File: config.mk
export PLATFORM = sky130hd
export DESIGN_NAME = imem_boot_loader
export DESIGN_NICKNAME = d
export VERILOG_FILES = /design/src/rtl/imem_boot_loader_pkg.sv /design/src/rtl/imem_boot_loader_byte_word_packer.sv /design/src/rtl/imem_boot_loader.sv
export SDC_FILE = /design/constraint.sdc
export NUM_CORES = 1
export LEC_CHECK = 0
export CORE_ASPECT_RATIO = 1.4
export CORE_MARGIN = 2
export CORE_UTILIZATION = 63
export CTS_BUF_LIST = sky130_fd_sc_hd__clkbuf_8
export DETAILED_ROUTE_END_ITERATION = 12
export PLACE_DENSITY = 0.85
export SYNTH_ARGS = -nofsm -noshare
export SYNTH_HDL_FRONTEND = slang
export SYNTH_SLANG_ARGS = --single-unit
File: constraint.sdc
create_clock -name clk -period 6.9 [get_ports clk]
set_clock_uncertainty 0.15 [all_clocks]
set_input_delay 1.38 -clock clk [delete_from_list [all_inputs] [get_ports clk]]
set_output_delay 1.38 -clock clk [all_outputs]
set_load 0.01 [all_outputs]
File: src/rtl/imem_boot_loader_pkg.sv
// Shared types and constants for the instruction-memory boot loader.
// Build option IMEM_BOOT_CHECKSUM_EN adds a trailing XOR checksum byte to the image.
package imem_boot_loader_pkg;

    localparam int ADDR_W_DEF = 8;
    localparam int LEN_W_DEF  = 16;

    localparam int         BYTE_W    = 8;
    localparam logic [1:0] LANE_LAST = 2'd3;

    typedef enum logic [2:0] {
        IDLE,
        LEN_LO,
        LEN_HI,
        DATA,
        CHECK,
        DONE,
        ERR
    } state_t;

endpackage

File: src/rtl/imem_boot_loader_byte_word_packer.sv
// Packs an accepted byte stream into little-endian 32-bit words.
// word_valid pulses for one cycle after the fourth byte of each word is accepted.
module imem_boot_loader_byte_word_packer
    import imem_boot_loader_pkg::*;
(
    input  logic              clk,
    input  logic              rst,
    input  logic              clear,
    input  logic              byte_valid,
    input  logic [BYTE_W-1:0] byte_data,
    output logic              word_valid,
    output logic [31:0]       word
);

    logic [1:0]  lane_reg;
    logic [31:0] shift_reg;
    logic        word_valid_reg;

    // Right shift puts the first byte of a word in bits [7:0] once four bytes are in.
    always_ff @(posedge clk or posedge rst) begin
        if (rst) begin
            lane_reg       <= 2'd0;
            shift_reg      <= 32'd0;
            word_valid_reg <= 1'b0;
        end else if (clear) begin
            lane_reg       <= 2'd0;
            shift_reg      <= 32'd0;
            word_valid_reg <= 1'b0;
        end else begin
            word_valid_reg <= byte_valid && (lane_reg == LANE_LAST);
            if (byte_valid) begin
                shift_reg <= {byte_data, shift_reg[31:BYTE_W]};
                lane_reg  <= lane_reg + 2'd1;
            end
        end
    end

    assign word_valid = word_valid_reg;
    assign word       = shift_reg;

endmodule

File: src/rtl/imem_boot_loader.sv
// Boot loader: receives a length-prefixed byte image, writes it into instruction
// memory and then releases the core from reset. IMEM_BOOT_CHECKSUM_EN adds a checksum byte.
module imem_boot_loader
    import imem_boot_loader_pkg::*;
#(
    parameter int ADDR_W = ADDR_W_DEF,
    parameter int LEN_W  = LEN_W_DEF
) (
    input  logic              clk,
    input  logic              rst,
    input  logic              in_valid,
    input  logic [BYTE_W-1:0] in_data,
    output logic              in_ready,
    input  logic              reload,
    output logic              imem_we,
    output logic [ADDR_W-1:0] imem_addr,
    output logic [31:0]       imem_wdata,
    output logic              core_rst,
    output logic              done,
    output logic              error
);

    localparam logic [LEN_W:0] DEPTH_L = (LEN_W+1)'(2**ADDR_W);

    state_t            state_reg, state_next;
    logic [7:0]        len_lo_reg;
    logic [LEN_W-1:0]  len_reg, len_next;
    logic [LEN_W+1:0]  byte_cnt_reg;
    logic [LEN_W-1:0]  word_cnt_reg;
    logic              core_rst_reg, done_reg, error_reg;
    logic              accept, data_accept, reload_take, data_full, last_word;
    logic              pk_valid;
    logic [31:0]       pk_word;
    logic [15:0]       hdr;
`ifdef IMEM_BOOT_CHECKSUM_EN
    logic [7:0]        xor_reg;
`endif

    assign hdr         = {in_data, len_lo_reg};
    assign len_next    = LEN_W'(hdr);
    assign accept      = in_valid && in_ready;
    assign data_accept = accept && (state_reg == DATA);
    assign reload_take = reload && ((state_reg == DONE) || (state_reg == ERR));
    // Stop taking bytes once the whole payload is in, so a trailing byte is never
    // mistaken for data while the final word write is still pending.
    assign data_full   = (byte_cnt_reg == {len_reg, 2'b00});
    assign last_word   = pk_valid && (word_cnt_reg == len_reg - LEN_W'(1));

    always_comb begin
        in_ready = 1'b0;
        case (state_reg)
            LEN_LO, LEN_HI: in_ready = 1'b1;
            DATA:           in_ready = !data_full;
            CHECK:          in_ready = 1'b1;
            default:        in_ready = 1'b0;
        endcase
    end

    always_comb begin
        state_next = state_reg;
        case (state_reg)
            IDLE:   state_next = LEN_LO;
            LEN_LO: if (accept) state_next = LEN_HI;
            LEN_HI: begin
                if (accept) begin
                    if (len_next == '0) begin
`ifdef IMEM_BOOT_CHECKSUM_EN
                        state_next = CHECK;
`else
                        state_next = DONE;
`endif
                    end else if ({1'b0, len_next} > DEPTH_L) begin
                        state_next = ERR;
                    end else begin
                        state_next = DATA;
                    end
                end
            end
            DATA: begin
                if (last_word) begin
`ifdef IMEM_BOOT_CHECKSUM_EN
                    state_next = CHECK;
`else
                    state_next = DONE;
`endif
                end
            end
`ifdef IMEM_BOOT_CHECKSUM_EN
            CHECK: if (accept) state_next = (in_data == xor_reg) ? DONE : ERR;
`endif
            DONE, ERR: if (reload) state_next = LEN_LO;
            default: state_next = IDLE;
        endcase
    end

    always_ff @(posedge clk or posedge rst) begin
        if (rst) begin
            state_reg    <= IDLE;
            len_lo_reg   <= 8'd0;
            len_reg      <= '0;
            byte_cnt_reg <= '0;
            word_cnt_reg <= '0;
            core_rst_reg <= 1'b1;
            done_reg     <= 1'b0;
            error_reg    <= 1'b0;
        end else begin
            state_reg <= state_next;
            if (accept && (state_reg == LEN_LO)) len_lo_reg <= in_data;
            if (accept && (state_reg == LEN_HI)) len_reg <= len_next;
            if (reload_take) begin
                byte_cnt_reg <= '0;
                word_cnt_reg <= '0;
            end else begin
                if (data_accept) byte_cnt_reg <= byte_cnt_reg + 1'b1;
                if (pk_valid)    word_cnt_reg <= word_cnt_reg + 1'b1;
            end
            // Status flags follow the state being entered, so they settle with it.
            core_rst_reg <= (state_next != DONE);
            done_reg     <= (state_next == DONE);
            error_reg    <= (state_next == ERR);
        end
    end

`ifdef IMEM_BOOT_CHECKSUM_EN
    always_ff @(posedge clk or posedge rst) begin
        if (rst) begin
            xor_reg <= 8'd0;
        end else if (reload_take) begin
            xor_reg <= 8'd0;
        end else if (data_accept) begin
            xor_reg <= xor_reg ^ in_data;
        end
    end
`endif

    imem_boot_loader_byte_word_packer u_packer (
        .clk        (clk),
        .rst        (rst),
        .clear      (reload_take),
        .byte_valid (data_accept),
        .byte_data  (in_data),
        .word_valid (pk_valid),
        .word       (pk_word)
    );

    assign imem_we    = pk_valid;
    assign imem_wdata = pk_word;
    assign imem_addr  = word_cnt_reg[ADDR_W-1:0];
    assign core_rst   = core_rst_reg;
    assign done       = done_reg;
    assign error      = error_reg;

endmodule

# ---- Word-level counts from Yosys, hierarchy flattened
# Index checks and enable logic that the tools add are counted.
dict set report totals {
  out_inout_bits 45
  regBits 99
  latchBits 0
  wordCells 60
  ram_bits 0
  memories 0
  mem_bits_ro 0
}
dict set report op_classes {
  reduce_logical 15
  n_shift 0
  n_lt_le_gt_ge 1
  muxes 17
  multipliers 0
  n_div 0
  bitwise 0
  n_addsub 4
  n_eq_ne 12
}
# op count
set op_table {}
lappend op_table {{2-to-1 mux 32 bit} 2}
lappend op_table {{2-to-1 mux 18 bit} 2}
lappend op_table {{2-to-1 mux 16 bit} 2}
lappend op_table {{adder 18 x 1 -> 18 bit (second input constant)} 1}
lappend op_table {{== test 18 bit} 1}
lappend op_table {{2-to-1 mux 3 bit} 6}
lappend op_table {{adder 16 x 1 -> 16 bit (second input constant)} 1}
lappend op_table {{== test 16 bit} 1}
lappend op_table {{> comparator 16 x 9 -> 1 bit (second input constant)} 1}
lappend op_table {{zero test 16 bit} 1}
lappend op_table {{subtractor 16 x 1 -> 16 bit (second input constant)} 1}
lappend op_table {{== test 3 bit (second input constant)} 5}
lappend op_table {{one-hot mux 3 bit (5 select lines)} 1}
lappend op_table {{logical AND 1 bit} 7}
lappend op_table {{== test 3 x 2 -> 1 bit (second input constant)} 2}
lappend op_table {{2-to-1 mux 2 bit} 2}
lappend op_table {{nonzero test 2 bit} 2}
lappend op_table {{== test 3 x 1 -> 1 bit (second input constant)} 1}
lappend op_table {{zero test 3 bit} 1}
lappend op_table {{inequality test 3 bit (second input constant)} 1}
lappend op_table {{OR reduction 3 bit} 1}
lappend op_table {{adder 2 x 1 -> 2 bit (second input constant)} 1}
lappend op_table {{== test 2 bit (second input constant)} 1}
lappend op_table {{one-hot mux 1 bit (2 select lines)} 1}
lappend op_table {{4 further kinds} 4}

# ---- Logic depth before layout (Yosys ltp)
# Gate-level depths: netlist of run 1.
dict set report depth {
  ltp_word 7
  mapped_depth 9
  ltp_nobuf 8
}

# ---- Cells and area by module
# Synthesis of run 1 repeated with hierarchy kept, for this count alone.
dict set report unflattened {
  hier_cells 516
  hier_area_um2 5240.0
}
# mod area_each_um2 seq_area_each_um2 n_inst cells_per_inst
set by_module_without_submodules {}
lappend by_module_without_submodules {imem_boot_loader 3779.9 1602.8 1 401}
lappend by_module_without_submodules {imem_boot_loader_byte_word_packer 1460.2 875.8 1 115}

# ---- Worst setup path after synthesis of run 1
# No wires, ideal clock.
dict set report synth_timing {
  kind {reg2out}
  startpoint {register len_reg[12]}
  endpoint {output port in_ready}
  path_buffers 1
  setup_slack_ns 3.593
  t_arrival_ns 1.777
  path_stages_with_launch 8
  path_cell_list {dfrtp_1 clkbuf_1 xnor2_1 nand4_1 nor4_1 a31oi_1 mux2i_1 a21oi_1}
}
dict set report synth_via {
  elab_chain_len 3
}
# item line
set synth_lines {}
lappend synth_lines {{start, declared} imem_boot_loader.sv:27} ;# logic [LEN_W-1:0] len_reg, len_next;
lappend synth_lines {{start signal, assigned} imem_boot_loader.sv:109} ;# if (accept && (state_reg == LEN_HI)) len_reg <= len_next;
lappend synth_lines {{== test 18 bit} imem_boot_loader.sv:46} ;# assign data_full = (byte_cnt_reg == {len_reg, 2'b00});
lappend synth_lines {{zero test 1 bit} imem_boot_loader.sv:53} ;# DATA: in_ready = !data_full;
lappend synth_lines {{one-hot mux 1 bit (2 select lines)} imem_boot_loader.sv:51} ;# case (state_reg)
lappend synth_lines {{end, declared} imem_boot_loader.sv:13} ;# output logic in_ready,
# No other way between the ends.

# ---- Worst setup path in the final report of run 1
dict set report layout_timing {
  startpoint {register len_reg[4]}
  endpoint {output port in_ready}
}
# Same word-level chain as after synthesis.

==> impl_metrics.toml, run 1 <==
[detailed_routing]
antenna_left = 0
vias_per_cell = 6.032
route.final.wire_length_mm = 11.90
route.vias.total = 4156
wl_per_cell_um = 17.27
drc = 0
first_pass_iters = 4
drt-initial-drc-count = 214

[die]
initial_core_util_pct = 64.29
chipWidth_um = 80.84
die_y_um = 111.6
io_pins = 57
die_area_um2 = 9020
core_um2 = 8100
num_rows = 39

[sta]
tightest_slew_ns = 1.088
setup_violations = 0
maxSlewViolCount = 0
fmax_mhz = 241.1
hold_viol = 0
final.setup.worst_slack_ns = 2.752
slew_headroom_pct = 27.47
setup_tns_ns = 0
rsz0062_at_grt = "no"
period_share_pct = 60.12
fin_crit_ns = 4.148

[setup_path]
crit_type = "flip-flop to output port"
critPathLaunchType = "flip-flop"
cp_data_required_time_ns = 5.37
cp_max_fo = 11
rrSetupSlack_ns = 3.77
end_kind = "output port"
arrival_ns = 2.62

[yosys]
avgSynthCellArea_um2 = 9.485
syn-num-nets = 566
yosysUniqueCellTypes = 55
yosys.area.top_type = "dfrtp_1"
synth_edf_count = 0
syn_inst = 549
ys_warn_count = 0
syn_area_um2 = 5207
ys.flop_type = "dfrtp_1"
ys_top_cells_by_area = "dfrtp_1 47%, nand2_1 7.4%, xnor2_1 7.1%"
synth-async-reset-ratio_pct = 100.0
yosysSeqAreaShare_pct = 47.60
synth_top_area_share_pct = 47.09
synth_seq_cells = 99

[clock_tree]
cts_buffers = 9
clk_latency_ns = 0.37
clkTransAtPathRegs_ns = 0.09
cts-resized-gates = 0
cts_setup_buffers = 0
clockRootBuffer = "clkbuf_8"
clock_path_buffers = 2
cts_hold_buf = 0
cts.sink_count = 99
cts_tree = "yes"
htreeDepth = 3

[grt]
grt_use_total_pct = 28.46
grt_max_degree = 75
grt_pass1_wl_mm = 19.96
grt_overflow = 0
grt_pass1_vias = 4075
antenna_found_initial = 0

[place]
place_area_um2 = 5752
dpl.hpwl_mm = 8.279
pre_cts_ws_ns = 2.856
globalplace.congestion = 0.9024
port_buffers = 56

[finish]
area_growth_pct = 14.66
fin_nets = 599
drive_above_1_share_pct = 8.859
fin_area_um2 = 5971
antenna_cells = 0
largest_reg_flops = 32

[pwr]
totalPowerFinal_mw = 2.547
peakVddDrop_uv = 280.5
p_per_area_nw_per_um2 = 426.5
power.leakage_nw = 2.492

[min_path]
hp-class = "flip-flop to flip-flop"

[run]
drv_cap = 0

[status]
status = "finished, final reports clean"
per-layer routing:
metal	track usage (%)	wire, µm	vias up
met5	0	0	-
met4	15.48	527	0
met3	4.376	490	40
met2	45.62	6037	124
met1	36.65	4844	2043
li1	-	-	1949
critical path, cell delays in order, from the launching register on:
cell	delay [ns]
dfrtp_1	0.58
xnor2_1	0.18
nand4_1	0.10
nor4_1	0.37
buf_4	0.23
a31oi_1	0.09
mux2i_1	0.16
a21oi_1	0.06
clkdlybuf4s50_1	0.49
Yosys cell counts, drive strengths merged, types with 2 or more instances:
cell	instances
a21o	2
xnor2	42
nand2b	2
or4	9
and4	2
dfrtp	98
mux2i	9
a21oi	8
xor2	14
o311ai	2
buf	11
nand4b	2
ha	5
and3	5
mux2	23
nor2b	5
and2	6
nor2	34
o21ai	44
nand2	102
nor3b	2
nor3	6
nand4	17
a2111oi	3
clkbuf	28
or3	4
a41o	4
nand3	15
nor4	8
inv	13
o21a	2
a211oi	2
a31oi	5
report_power, final:
group	internal, mW	leakage, nW	switching, mW
combinational	0.548	1.09	0.497
sequential	0.797	1.28	0.293
clock	0.212	0.119	0.200
through the flow:
| step | hold slack, ns | instances | utilization, % |
|---|---|---|---|
| final | 0.3473 | 689 | 73.71 |
| after global routing | 0.3640 | 689 | 73.71 |
| after CTS | 0.3499 | 689 | 73.71 |
| after detailed placement | 0.3371 | 673 | 71.01 |
| after global placement | 0.3326 | 673 | 71.01 |
| after floorplan | 0.3159 | 549 | - |
path summary, 6_finish.rpt:
check                      depth (start not counted)          endpoint              from
max                                                8          in_ready        len_reg[4]
min                                                1  byte_cnt_reg[17]  byte_cnt_reg[17]
max reg2reg                                        8          core_rst        len_reg[0]
min reg2reg                                        1  byte_cnt_reg[17]  byte_cnt_reg[17]
max in group asynchronous                          3   word_cnt_reg[5]               rst
min in group asynchronous                          2   byte_cnt_reg[2]               rst
cell families (layout without fill, tap and decap cells):
group,Yosys count,in the layout,share of synthesized area (%)
AO/OA/AOI/OAI,83,83,9.971
buffers and inverters,52,90,4.685
multiplexers,32,32,6.704
AND/OR/NAND/NOR,222,222,20.42
flip-flops,99,99,47.60
XOR/XNOR,56,56,9.419
adder cells (fa/ha/maj),5,5,1.201
final cells by class:
cell class	instances	area, µm²
multi-input cells	398	2496
flip-flops and latches	99	2479
fillers	589	2130
repair buffers	61	598.1
clock buffers	10	137.6
well taps	102	127.6
clock inverters	6	81.33
inverters	13	51.30
cells in the final DEF, fill, tap and decap left out, types with 3 or more instances in the layout:
cell type        synthesis  final
mux2_2                  23     23
a2111oi_0                3      3
inv_1                   13     14
nor2_1                  34     34
clkbuf_8                 0     10
dfrtp_1                 98     98
or3_1                    4      4
nor4_1                   7      7
and2_1                   5      5
a41o_1                   4      4
xor2_1                  14     14
nand2_1                102    102
buf_4                    8      5
nand3_1                 15     15
a31oi_1                  5      5
clkdlybuf4s50_1          0     56
mux2i_1                  9      9
o21ai_0                 44     44
xnor2_1                 42     42
a21oi_1                  8      7
nor2b_1                  5      5
nand4_1                 17     17
ha_1                     5      5
or4_1                    7      7
and3_1                   5      5
nor3_1                   6      6
Power figures use the tool's default switching activity.
==> run 2, diff against run 1 <==
--- a/config.mk
+++ b/config.mk
@@ -7,10 +7,10 @@
 export LEC_CHECK = 0
 export CORE_ASPECT_RATIO = 1.4
 export CORE_MARGIN = 2
-export CORE_UTILIZATION = 63
+export CORE_UTILIZATION = 59
 export CTS_BUF_LIST = sky130_fd_sc_hd__clkbuf_8
 export DETAILED_ROUTE_END_ITERATION = 12
-export PLACE_DENSITY = 0.85
+export PLACE_DENSITY = 0.8
 export SYNTH_ARGS = -nofsm -noshare
 export SYNTH_HDL_FRONTEND = slang
 export SYNTH_SLANG_ARGS = --single-unit
==> constraint.sdc (replaced) <==
create_clock -name clk -period 3.88 [get_ports clk]
set_clock_uncertainty 0.15 [all_clocks]
set_input_delay 0.776 -clock clk [delete_from_list [all_inputs] [get_ports clk]]
set_output_delay 0.776 -clock clk [all_outputs]
set_load 0.01 [all_outputs]
==> run 2 against run 1 <==
Clock power up 54%. Wire length up 0.43%. Count of clock-buffer cells in the layout down 1. Critical path depth unchanged. Worst hold slack better by 0.028 ns. Core utilization down 3.7 points. Via count down 1.9%. Critical path type unchanged. Critical endpoint unchanged.
==> impl_metrics.toml, run 2 (synthesis gave the netlist of run 1 again) <==
[setup_path]
end_kind = "output port"
cp_max_fo = 7
arrival_ns = 2.62
cp_data_required_time_ns = 2.95
ff2ff_path_depth = 8
reg2reg_from = "len_reg[1]"
critPathLaunchType = "flip-flop"
rrSetupSlack_ns = 0.79
crit_type = "flip-flop to output port"
r2r_end = "core_rst"
cp-startpoint = "byte_cnt_reg[2]"

[clock_tree]
cts.sink_count = 99
clock_path_buffers = 2
clkTransAtPathRegs_ns = 0.10
cts-resized-gates = 0
clockRootBuffer = "clkbuf_8"
clk_latency_ns = 0.38
cts_tree = "yes"
cts_buffers = 9
cts_hold_buf = 0
htreeDepth = 3
cts_setup_buffers = 0

[finish]
drive_above_1_share_pct = 9.966
multi_input_area_um2 = 2496
final_cell_mix = "102 x nand2_1, 98 x dfrtp_1, 56 x clkdlybuf4s50_1"
final_cells = 697
antenna_cells = 0
largest_reg_flops = 32
final_common_cell = "nand2_1"
fin_nets = 604
final_util_pct = 70.04
fin_area_um2 = 5995
area_growth_pct = 15.11
regArea_um2 = 2479
num-fill-cells = 651

[detailed_routing]
route.vias.total = 4077
first_pass_iters = 5
wl_per_cell_um = 17.14
drt-initial-drc-count = 292
route.final.wire_length_mm = 11.95
drc = 0
antenna_left = 0
vias_per_cell = 5.849

[die]
initial_core_util_pct = 60.85
chipWidth_um = 83.40
die_area_um2 = 9604
num_rows = 40
die_y_um = 115.2
core_um2 = 8558
io_pins = 57

[grt]
grt_max_degree = 89
grt_overflow = 0
antenna_found_initial = 0
grt_pass1_vias = 3931
grt_pass1_wl_mm = 19.53
grt_use_total_pct = 25.89

[sta]
fin_crit_ns = 3.549
rsz0062_at_grt = "no"
setup_violations = 0
fmax_mhz = 281.8
maxSlewViolCount = 0
hold_viol = 0
setup_tns_ns = 0
tightest_slew_ns = 1.067
slew_headroom_pct = 28.84
period_share_pct = 91.46

[pwr]
peakVddDrop_uv = 417.8
p_per_area_nw_per_um2 = 750.9
switching_power_mw = 1.843
share_seq_of_total_power_pct = 43.8
pwr-share-clk_pct = 14.1
switching_share_pct = 40.95
totalPowerFinal_mw = 4.502
pwr-share-comb_pct = 42.1
p_int_mw = 2.658
power.leakage_nw = 2.493

[min_path]
holdCritStartpoint = "u_packer.word[20]"
worstHoldPathCells = 2
hp-class = "flip-flop to flip-flop"
hold_end = "u_packer.word[12]"

[place]
dpl.hpwl_mm = 8.502
port_buffers = 56
globalplace.congestion = 0.9124
place_area_um2 = 5806
dpl.cell_count = 681

[status]
status = "finished, final reports clean"

[run]
drv_cap = 0
-- run 2: worst max path at each step --
stage,to,slack (ns),cells after the start
2_1_floorplan,byte_cnt_reg[0],0.37,1
3_3_place_gp,core_rst,0.76,7
3_5_place_dp,core_rst,0.70,7
4_1_cts,in_ready,0.34,8
5_1_grt,in_ready,0.24,8
6_report,in_ready,0.33,8
-- run 2: through the flow --
stage | hold WS [ns] | setup WS [ns]
after floorplan | 0.3159 | 0.3652
after global placement | 0.3378 | 0.7602
after detailed placement | 0.3541 | 0.6969
after CTS | 0.3772 | 0.3383
after global routing | 0.4063 | 0.2417
final | 0.3750 | 0.3313
-- run 2: area by class of cell --
type | count | share of cell area, %
sequential | 99 | 41.35
multi-input combinational | 398 | 41.64
tap | 105 | 2.192
inverter | 13 | 0.8558
clock inverter | 7 | 1.085
clock buffer | 9 | 2.066
timing repair buffer | 66 | 10.81
-- run 2: worst max-delay path: stages, from the launching register on --
cell,delay [ns]
dfrtp_1,0.49
xnor2_1,0.28
nand4_1,0.12
nor4_1,0.34
buf_4,0.22
a31oi_1,0.09
mux2i_1,0.15
a21oi_1,0.06
clkdlybuf4s50_1,0.49
-- run 2: power groups by stage --
stage                     clock (mW)  sequential (mW)  combinational, mW
after floorplan                    0             1.80               1.37
after global placement             0             1.96               1.82
after detailed placement           0             1.97               1.90
after CTS                      0.642             1.96               1.91
after global routing           0.684             2.03               2.10
final                          0.633             1.97               1.90
-- run 2: metal layers --
layer / share of wire, % / global-route usage (%)
met1: 42 / 31.40
met2: 51 / 44.62
met3: 3.4 / 5.240
met4: 3.0 / 12.13
met5: 0 / 0
